==> src/rtl/mem_sram_stage.sv <==
// MEM stage: 32-bit loads/stores on a 16-bit SRAM as two half-word phases, stalling via ready.
// Optional one-entry last-load cache enabled by defining SRAM_LAST_READ_CACHE_EN.
module mem_sram_stage #(
  parameter int unsigned BASE_ADDR   = 1024,
  parameter int unsigned SRAM_ADDR_W = 18,
  parameter int unsigned WAIT_CYCLES = 2
) (
  input  logic                   clk,
  input  logic                   rst,
  input  logic                   MEM_R_EN,
  input  logic                   MEM_W_EN,
  input  logic [31:0]            ALU_result,
  input  logic [31:0]            src2_val,
  output logic                   ready,
  output logic [31:0]            mem_read_value,
  output logic [SRAM_ADDR_W-1:0] sram_addr,
  output logic [15:0]            sram_dq_out,
  output logic                   sram_dq_oe,
  input  logic [15:0]            sram_dq_in,
  output logic                   sram_we_n
);

  localparam int unsigned WW = SRAM_ADDR_W - 1;
  localparam logic [3:0]  LAST_CNT = 4'(WAIT_CYCLES - 1);

  typedef enum logic [1:0] {IDLE, LO, HI, DONE} state_t;

  state_t                 state_q, state_d;
  logic [3:0]             cnt_q, cnt_d;
  logic                   op_w_q, op_w_d;
  logic [WW-1:0]          word_q, word_d;
  logic [31:0]            data_q, data_d;
  logic [SRAM_ADDR_W-1:0] addr_q, addr_d;
  logic [15:0]            dq_out_q, dq_out_d;
  logic                   oe_q, oe_d;
  logic                   we_n_q, we_n_d;
  logic [31:0]            mrv_q, mrv_d;
  logic                   req;
  logic [WW-1:0]          req_word;

  assign req      = MEM_W_EN | MEM_R_EN;
  // Upper word bits are dropped on purpose: out-of-range addresses wrap.
  assign req_word = WW'((ALU_result - 32'(BASE_ADDR)) >> 2);

`ifdef SRAM_LAST_READ_CACHE_EN
  logic          c_valid_q;
  logic [WW-1:0] c_word_q;
  logic [31:0]   c_data_q;
  logic          c_hit;
  assign c_hit = !MEM_W_EN && c_valid_q && (c_word_q == req_word);
`endif

  always_comb begin
    state_d  = state_q;
    cnt_d    = cnt_q;
    op_w_d   = op_w_q;
    word_d   = word_q;
    data_d   = data_q;
    addr_d   = addr_q;
    dq_out_d = dq_out_q;
    oe_d     = 1'b0;
    we_n_d   = 1'b1;
    mrv_d    = mrv_q;
    ready    = 1'b0;
    case (state_q)
      IDLE: begin
        ready = !req;
        if (req) begin
          op_w_d = MEM_W_EN;
          word_d = req_word;
          data_d = src2_val;
          cnt_d  = '0;
`ifdef SRAM_LAST_READ_CACHE_EN
          if (c_hit) begin
            mrv_d   = c_data_q;
            state_d = DONE;
          end else
`endif
          begin
            state_d  = LO;
            addr_d   = {req_word, 1'b0};
            dq_out_d = src2_val[15:0];
            oe_d     = MEM_W_EN;
            we_n_d   = !MEM_W_EN;
          end
        end
      end
      LO: begin
        oe_d   = op_w_q;
        we_n_d = !op_w_q;
        if (cnt_q == LAST_CNT) begin
          if (!op_w_q) mrv_d[15:0] = sram_dq_in;
          state_d  = HI;
          cnt_d    = '0;
          addr_d   = {word_q, 1'b1};
          dq_out_d = data_q[31:16];
        end else begin
          cnt_d = cnt_q + 4'd1;
        end
      end
      HI: begin
        oe_d   = op_w_q;
        we_n_d = !op_w_q;
        if (cnt_q == LAST_CNT) begin
          if (!op_w_q) mrv_d[31:16] = sram_dq_in;
          state_d = DONE;
          cnt_d   = '0;
          oe_d    = 1'b0;
          we_n_d  = 1'b1;
        end else begin
          cnt_d = cnt_q + 4'd1;
        end
      end
      DONE: begin
        ready   = 1'b1;
        state_d = IDLE;
      end
      default: state_d = IDLE;
    endcase
  end

  always_ff @(posedge clk) begin
    if (rst) begin
      state_q  <= IDLE;
      cnt_q    <= '0;
      op_w_q   <= 1'b0;
      word_q   <= '0;
      data_q   <= '0;
      addr_q   <= '0;
      dq_out_q <= '0;
      oe_q     <= 1'b0;
      we_n_q   <= 1'b1;
      mrv_q    <= '0;
    end else begin
      state_q  <= state_d;
      cnt_q    <= cnt_d;
      op_w_q   <= op_w_d;
      word_q   <= word_d;
      data_q   <= data_d;
      addr_q   <= addr_d;
      dq_out_q <= dq_out_d;
      oe_q     <= oe_d;
      we_n_q   <= we_n_d;
      mrv_q    <= mrv_d;
    end
  end

`ifdef SRAM_LAST_READ_CACHE_EN
  // Entry is refreshed when an access retires: loads refill it, same-word stores patch the data.
  always_ff @(posedge clk) begin
    if (rst) begin
      c_valid_q <= 1'b0;
      c_word_q  <= '0;
      c_data_q  <= '0;
    end else if (state_q == DONE) begin
      if (op_w_q) begin
        if (c_valid_q && (c_word_q == word_q)) c_data_q <= data_q;
      end else begin
        c_valid_q <= 1'b1;
        c_word_q  <= word_q;
        c_data_q  <= mrv_q;
      end
    end
  end
`endif

  assign mem_read_value = mrv_q;
  assign sram_addr      = addr_q;
  assign sram_dq_out    = dq_out_q;
  assign sram_dq_oe     = oe_q;
  assign sram_we_n      = we_n_q;

endmodule

==> config.mk <==
export PLATFORM = sky130hd
export DESIGN_NAME = mem_sram_stage
export DESIGN_NICKNAME = d
export VERILOG_FILES = /design/src/rtl/mem_sram_stage.sv
export SDC_FILE = /design/constraint.sdc
export NUM_CORES = 1
export LEC_CHECK = 0
export BUFFER_PORTS_ARGS = -buffer_cell sky130_fd_sc_hd__buf_2
export CORE_MARGIN = 2
export CORE_UTILIZATION = 45
export CTS_CLUSTER_DIAMETER = 80
export CTS_CLUSTER_SIZE = 24
export DETAILED_ROUTE_END_ITERATION = 12
export PLACE_DENSITY = 0.73
export SYNTH_ARGS = -nofsm -noshare
export SYNTH_HDL_FRONTEND = slang
export SYNTH_SLANG_ARGS = --single-unit
==> constraint.sdc <==
create_clock -name clk -period 2.1 [get_ports clk]
set_input_delay 0.315 -clock clk [delete_from_list [all_inputs] [get_ports clk]]
set_output_delay 0.315 -clock clk [all_outputs]
set_load 0.02 [all_outputs]
; Yosys cells after proc, flatten, opt, wreduce, memory -nomap -nowiden
; Index checks and enable logic that the tools add are counted.
[op_classes]
n_addsub = 2
n_eq_ne = 7
mux = 20
bitwise = 2
n_reduce_logical = 13
[op_table]
columns = cell, count
row1 = 18-bit two-way mux, 2
row2 = 18-bit one-hot mux with 2 select lines, 1
row3 = 16-bit two-way mux, 2
row4 = 16-bit one-hot mux with 2 select lines, 1
row5 = "19-bit by 11-bit subtractor with 19-bit output, second input constant", 1
row6 = 3-bit AND reduction, 4
row7 = 4-bit two-way mux, 2
row8 = 2-bit one-hot mux with 4 select lines, 1
row9 = 4-bit one-hot mux with 2 select lines, 1
row10 = 2-bit two-way mux, 3
row11 = "2-bit != test, second input constant", 3
row12 = 1-bit one-hot mux with 3 select lines, 2
row13 = "4-bit by 1-bit adder with 4-bit output, second input constant", 1
row14 = "2-bit equality test, second input constant", 2
row15 = "4-bit by 1-bit equality test with 1-bit output, second input constant", 1
row16 = 1-bit two-way mux, 4
row17 = 2-bit AND reduction, 2
row18 = 2-bit nonzero test, 2
row19 = 1-bit logical NOT, 3
row20 = "2-bit by 1-bit equality test with 1-bit output, second input constant", 1
row21 = 2-bit logical NOT, 1
row22 = 1-bit one-hot mux with 2 select lines, 1
row23 = 2-bit OR reduction, 1
row24 = 1-bit inverter, 1
row25 = 1-bit bitwise OR, 1
[totals]
register_bits = 124
inputBits = 84
output_inout_bits = 69

; Depth between registers and ports, before layout
[depth]
depth_word = 4
ltp_mapped = 9
mapped_depth_nobuf = 6

; Worst setup path after synthesis
; Ideal clock, no wire load.
[synth_timing]
path_kind = register -> output
start = register state_q[0]
end = output port ready
t_arrival_ns = 1.873
required_time_ns = 1.785
setup_slack_ns = -0.088
stages_incl_launch_ff = 8
path_buffers = 2
path_cell_list = dfxtp_1 > inv_1 > ha_1 > clkbuf_1 > nor3b_2 > or2_2 > clkbuf_1 > nor2b_1
[synth_between]
elab_chain_len = 2
elab_cells_between_ends = 3
[synth_rtl]
columns = element, line_no
row1 = start: declaration, 28  ; state_t state_q, state_d;
row2 = start signal: assignment, 135  ; state_q <= state_d;
row3 = 2-bit equality test / 2-bit logical NOT (equally long branches), 65  ; case (state_q)
row4 = 1-bit one-hot mux with 2 select lines (*), 65
row5 = end: declaration, 14  ; output logic ready,
; Mark *: on every way between the ends. The rest lies on a longest branch, timed or not.

; Final worst setup path
; Ends and elaborated chain as after synthesis.

==> key figures <==
Outcome
  • Run status: finished clean

Cells and area
  • Non-filler instance count after layout: roughly 800
  • Post-layout nets: between 700 and 800
  • Area occupied by registers: around 2200 um2
  • Area Growth Syn to Fin: 25.0%
  • Filler cell count in the final layout: 877
  • ANT cells: 0
  • Share of layout cells above drive strength 1: between 30% and 40%
  • Total area of multi-input combinational cells: 2200 um2

Worst setup path
  • Slowest Stage Delay on Critical Path: ~0.37 ns
  • Critical Path Fanout Max: 7
  • CP endpoint kind: output port
  • R2R depth: 8
  • Required time at the endpoint of the critical path: around 1.8 ns
  • Slowest stage cell on the critical path: sky130_fd_sc_hd__dfxtp_2
  • Reg-to-Reg Start: cnt_q[1]
  • Setup CP Type: flop to output port
  • Startpoint kind of the worst setup timing path: flop
  • Crit path DAT: between 1.5 and 2 ns
  • Cells traversed along the worst timing path: inv_2 > ha_4 > nor3b_4 > or2_4 > nor2b_2 > buf_4
  • Register-to-Register Setup Slack: between 0.15 and 0.2 ns
  • R2r endpoint: sram_addr[1]

Floorplan
  • Chip height: 104 um
  • Initial Util: 46.3%
  • Number of placement rows: 36
  • Top-Level Pins: 153
  • Area inside the core boundary: ~9800 um2
  • Horiz. Die Dim: roughly 100 um
  • Die area: about 11,000 um2

Timing
  • Maximum clock frequency: 504 MHz
  • Tmin final: 1.98 ns
  • Final hold vios: 0
  • Crit share post-route: between 90% and 100%
  • Setup repair after global routing missed its margin: false
  • Post-route worst hold slack: 0.172 ns
  • Max transition margin: between 50 and 60%
  • Final setup TNS: 0 ns
  • Final worst clock skew: 0.0161 ns
  • Setup violation total in the final timing report: 0
  • Final Max Slew Viols: 0
  • Transition time at the pin with the least slew margin: between 0.6 and 0.7 ns

Route
  • Per-cell routed wire length: approximately 14 um
  • Total iterations of the first detailed-routing run: 4
  • Number of vias after detailed routing: between 4,000 and 5,000
  • Number of remaining DRC errors: 0
  • Average vias per placed instance: between 5 and 6
  • Count of routing violations after the opening detailed-route iteration: around 190
  • Total detailed-routing wirelength: ~11,000 um
  • Antenna Nets Post-Route: 0

Placement
  • Post-DP HPWL: 7880 um
  • Post-placement cell count: 772
  • Gp weighted congestion: 0.818
  • Number of buffer cells added on primary ports: 137

Synth
  • Number of enable-type register cells in the synthesized netlist: 0
  • Yosys warns: 0
  • Number of library cell types mapped by synthesis: between 40 and 50
  • Most used flip-flop cell after synthesis: sky130_fd_sc_hd__dfxtp_1
  • Register bit total from synthesis: 108
  • Fraction of registers with async set or reset after synthesis: 0%
  • Syn_nets: ~610
  • Average size of a mapped cell: around 8.7 um2
  • Post-synthesis sequential area ratio: a little under half
  • Number of standard cells after synthesis: 521
  • Synthesized area: approximately 4500 um2

Clock network
  • Clk root buf: sky130_fd_sc_hd__clkbuf_8
  • Clock transition at the register clock pins on the worst setup and hold paths after CTS: approximately 0.11 ns
  • CTS Buf Count: 9
  • Sinks on the clock net: approximately 110
  • Clk_lat worst skew: 0.36 ns
  • H-tree Lvls: 3
  • TritonCTS clock tree: yes
  • Deepest clock path buffer count: 2

Global routing
  • First-pass GRT wire length: between 15,000 and 20,000 um
  • Overall fraction of global-route tracks in use: between 15 and 20%
  • Largest net degree at the start of global routing: 56
  • Vias in the first global route: about 4,100
  • Antenna violations before repair: 0
  • Total grt overflow: 0

Worst hold path
  • Source of the worst hold timing path: rst
  • Hold Crit Endpoint: sram_addr[4]
  • Worst hold path type: input port to flop
  • Number of instances on the worst hold path: 2

Pwr
  • Pwr per Cell Area: approximately 1500 nW/um2
  • Leakage Power: 0.00241 uW
  • Worst supply voltage drop on vdd: between 0.0005 and 0.0006 V
  • Total power after layout: 8300 uW

Run
  • Max Cap Viol: 0
-- worst max-delay path, delay by kind of cell (launching register included) --
family | cells | cell delay, ns
AND/OR/NAND/NOR | 3 | 0.55
adder cells (fa/ha/maj) | 1 | 0.18
buffers and inverters | 2 | 0.22
flip-flops | 1 | 0.37
-- Yosys cell counts (2+ instances only) --
library cell | number | area [um2]
sky130_fd_sc_hd__nand2_1 | 130 | 488
sky130_fd_sc_hd__dfxtp_1 | 108 | 2160
sky130_fd_sc_hd__a21oi_1 | 67 | 335
sky130_fd_sc_hd__nor2_1 | 37 | 139
sky130_fd_sc_hd__mux2i_1 | 25 | 250
sky130_fd_sc_hd__a211oi_2 | 23 | 288
sky130_fd_sc_hd__clkbuf_1 | 23 | 86.3
sky130_fd_sc_hd__nand3_1 | 11 | 55.1
sky130_fd_sc_hd__ha_1 | 8 | 100
sky130_fd_sc_hd__a211oi_1 | 7 | 52.6
sky130_fd_sc_hd__inv_1 | 7 | 26.3
sky130_fd_sc_hd__o21ai_0 | 7 | 35.0
sky130_fd_sc_hd__buf_2 | 5 | 25.0
sky130_fd_sc_hd__nor3_1 | 5 | 25.0
sky130_fd_sc_hd__buf_1 | 4 | 15.0
sky130_fd_sc_hd__a22oi_1 | 3 | 22.5
sky130_fd_sc_hd__buf_6 | 3 | 33.8
sky130_fd_sc_hd__nor2_2 | 3 | 18.8
sky130_fd_sc_hd__o221ai_1 | 3 | 26.3
sky130_fd_sc_hd__xnor2_1 | 3 | 26.3
sky130_fd_sc_hd__xor2_1 | 3 | 26.3
sky130_fd_sc_hd__a2111oi_0 | 2 | 17.5
sky130_fd_sc_hd__a211o_1 | 2 | 17.5
sky130_fd_sc_hd__buf_4 | 2 | 15.0
sky130_fd_sc_hd__nand2b_1 | 2 | 12.5
sky130_fd_sc_hd__nor2b_1 | 2 | 12.5
sky130_fd_sc_hd__nor3b_1 | 2 | 15.0
sky130_fd_sc_hd__nor4_1 | 2 | 12.5
sky130_fd_sc_hd__o41ai_1 | 2 | 17.5
sky130_fd_sc_hd__or3_1 | 2 | 12.5
-- metrics by stage --
stage	worst slack (ns)	area, um2	util [%]
after floorplan	0.0644	4540	-
after global placement	0.0544	5380	55.1
after detailed placement	0.0489	5380	55.1
after CTS	0.0116	5600	57.3
after global routing	0.00319	5660	57.9
final	0.116	5660	57.9
-- power by group --
group | internal [uW] | switching, uW
Sequential | 2610 | 286
Combinational | 1670 | 2530
Clock | 481 | 721
Total | 4760 | 3540
-- cells by family after synthesis --
logic type      synth area share, %
flops                          47.7
fa+ha+maj                      2.21
xor+xnor                       1.16
simple gates                   19.1
buf+inv                        4.45
mux                            5.53
compound gates                 19.8
-- metal layers --
layer	track usage, %	part of all wire (%)	up-vias
li1	-	-	2048
met3	4.20	5.8	16
met2	34.8	49	126
met5	0	0	-
met1	24.6	43	1984
met4	6.08	1.4	0
-- flip-flops by register name (all words and copies together), names as in the netlist --
register        cells
mem_read_value     32
sram_addr          18
word_q             17
data_q             16
sram_dq_out        16
cnt_q               4
state_q             2
op_w_q              1
sram_dq_oe          1
sram_we_n           1
-- cell usage in the layout, fill, tap and decap left out, types with 2 or more instances in the layout --
master | Yosys | routed
sky130_fd_sc_hd__o221ai_1 | 3 | 3
sky130_fd_sc_hd__dfxtp_1 | 108 | 105
sky130_fd_sc_hd__o21ai_0 | 7 | 7
sky130_fd_sc_hd__a211oi_2 | 23 | 23
sky130_fd_sc_hd__buf_4 | 2 | 24
sky130_fd_sc_hd__nand2_1 | 130 | 130
sky130_fd_sc_hd__a22oi_1 | 3 | 3
sky130_fd_sc_hd__a211oi_1 | 7 | 7
sky130_fd_sc_hd__nor4_1 | 2 | 2
sky130_fd_sc_hd__nor3b_1 | 2 | 2
sky130_fd_sc_hd__ha_1 | 8 | 6
sky130_fd_sc_hd__dfxtp_2 | 0 | 3
sky130_fd_sc_hd__nand3_1 | 11 | 11
sky130_fd_sc_hd__xnor2_1 | 3 | 3
sky130_fd_sc_hd__inv_2 | 0 | 2
sky130_fd_sc_hd__nor3_1 | 5 | 5
sky130_fd_sc_hd__xor2_1 | 3 | 3
sky130_fd_sc_hd__nor2_1 | 37 | 37
sky130_fd_sc_hd__nor2_2 | 3 | 3
sky130_fd_sc_hd__buf_2 | 5 | 135
sky130_fd_sc_hd__a211o_1 | 2 | 2
sky130_fd_sc_hd__or3_1 | 2 | 2
sky130_fd_sc_hd__inv_1 | 7 | 5
sky130_fd_sc_hd__inv_6 | 0 | 2
sky130_fd_sc_hd__mux2i_1 | 25 | 25
sky130_fd_sc_hd__clkbuf_8 | 0 | 10
sky130_fd_sc_hd__nand2b_1 | 2 | 2
sky130_fd_sc_hd__clkinv_4 | 0 | 3
sky130_fd_sc_hd__o41ai_1 | 2 | 2
sky130_fd_sc_hd__a21oi_1 | 67 | 67
-- final cells by class --
class                   instances  share of cell area [%]
repair buffers                162                    16.2
clock buffers                  11                    2.50
flip-flops and latches        108                    38.3
multi-input cells             369                    38.9
well taps                     133                    2.94
inverters                       7                   0.464
clock inverters                 5                   0.774
-- worst max path at each step --
stage,start,to,slack (ns),depth (start not counted)
2_1_floorplan,state_q[0],ready,0.06,7
3_3_place_gp,cnt_q[0],sram_addr[13],0.05,5
3_5_place_dp,cnt_q[0],sram_addr[1],0.05,6
4_1_cts,cnt_q[0],sram_addr[13],0.01,5
5_1_grt,cnt_q[1],sram_addr[16],0.003,8
6_report,state_q[0],ready,0.12,6
-- timing repair --
| item | CTS | global route |
|---|---|---|
| hold buffers | 0 | 0 |
| cloned | 0 | 1 |
| pin swaps | 0 | 2 |
| gates resized for setup | 5 | 9 |
| setup endpoints to repair | 1 | 33 |
| buffers inserted | 2 | 4 |
Note: power is estimated with default switching activity, not from simulation.
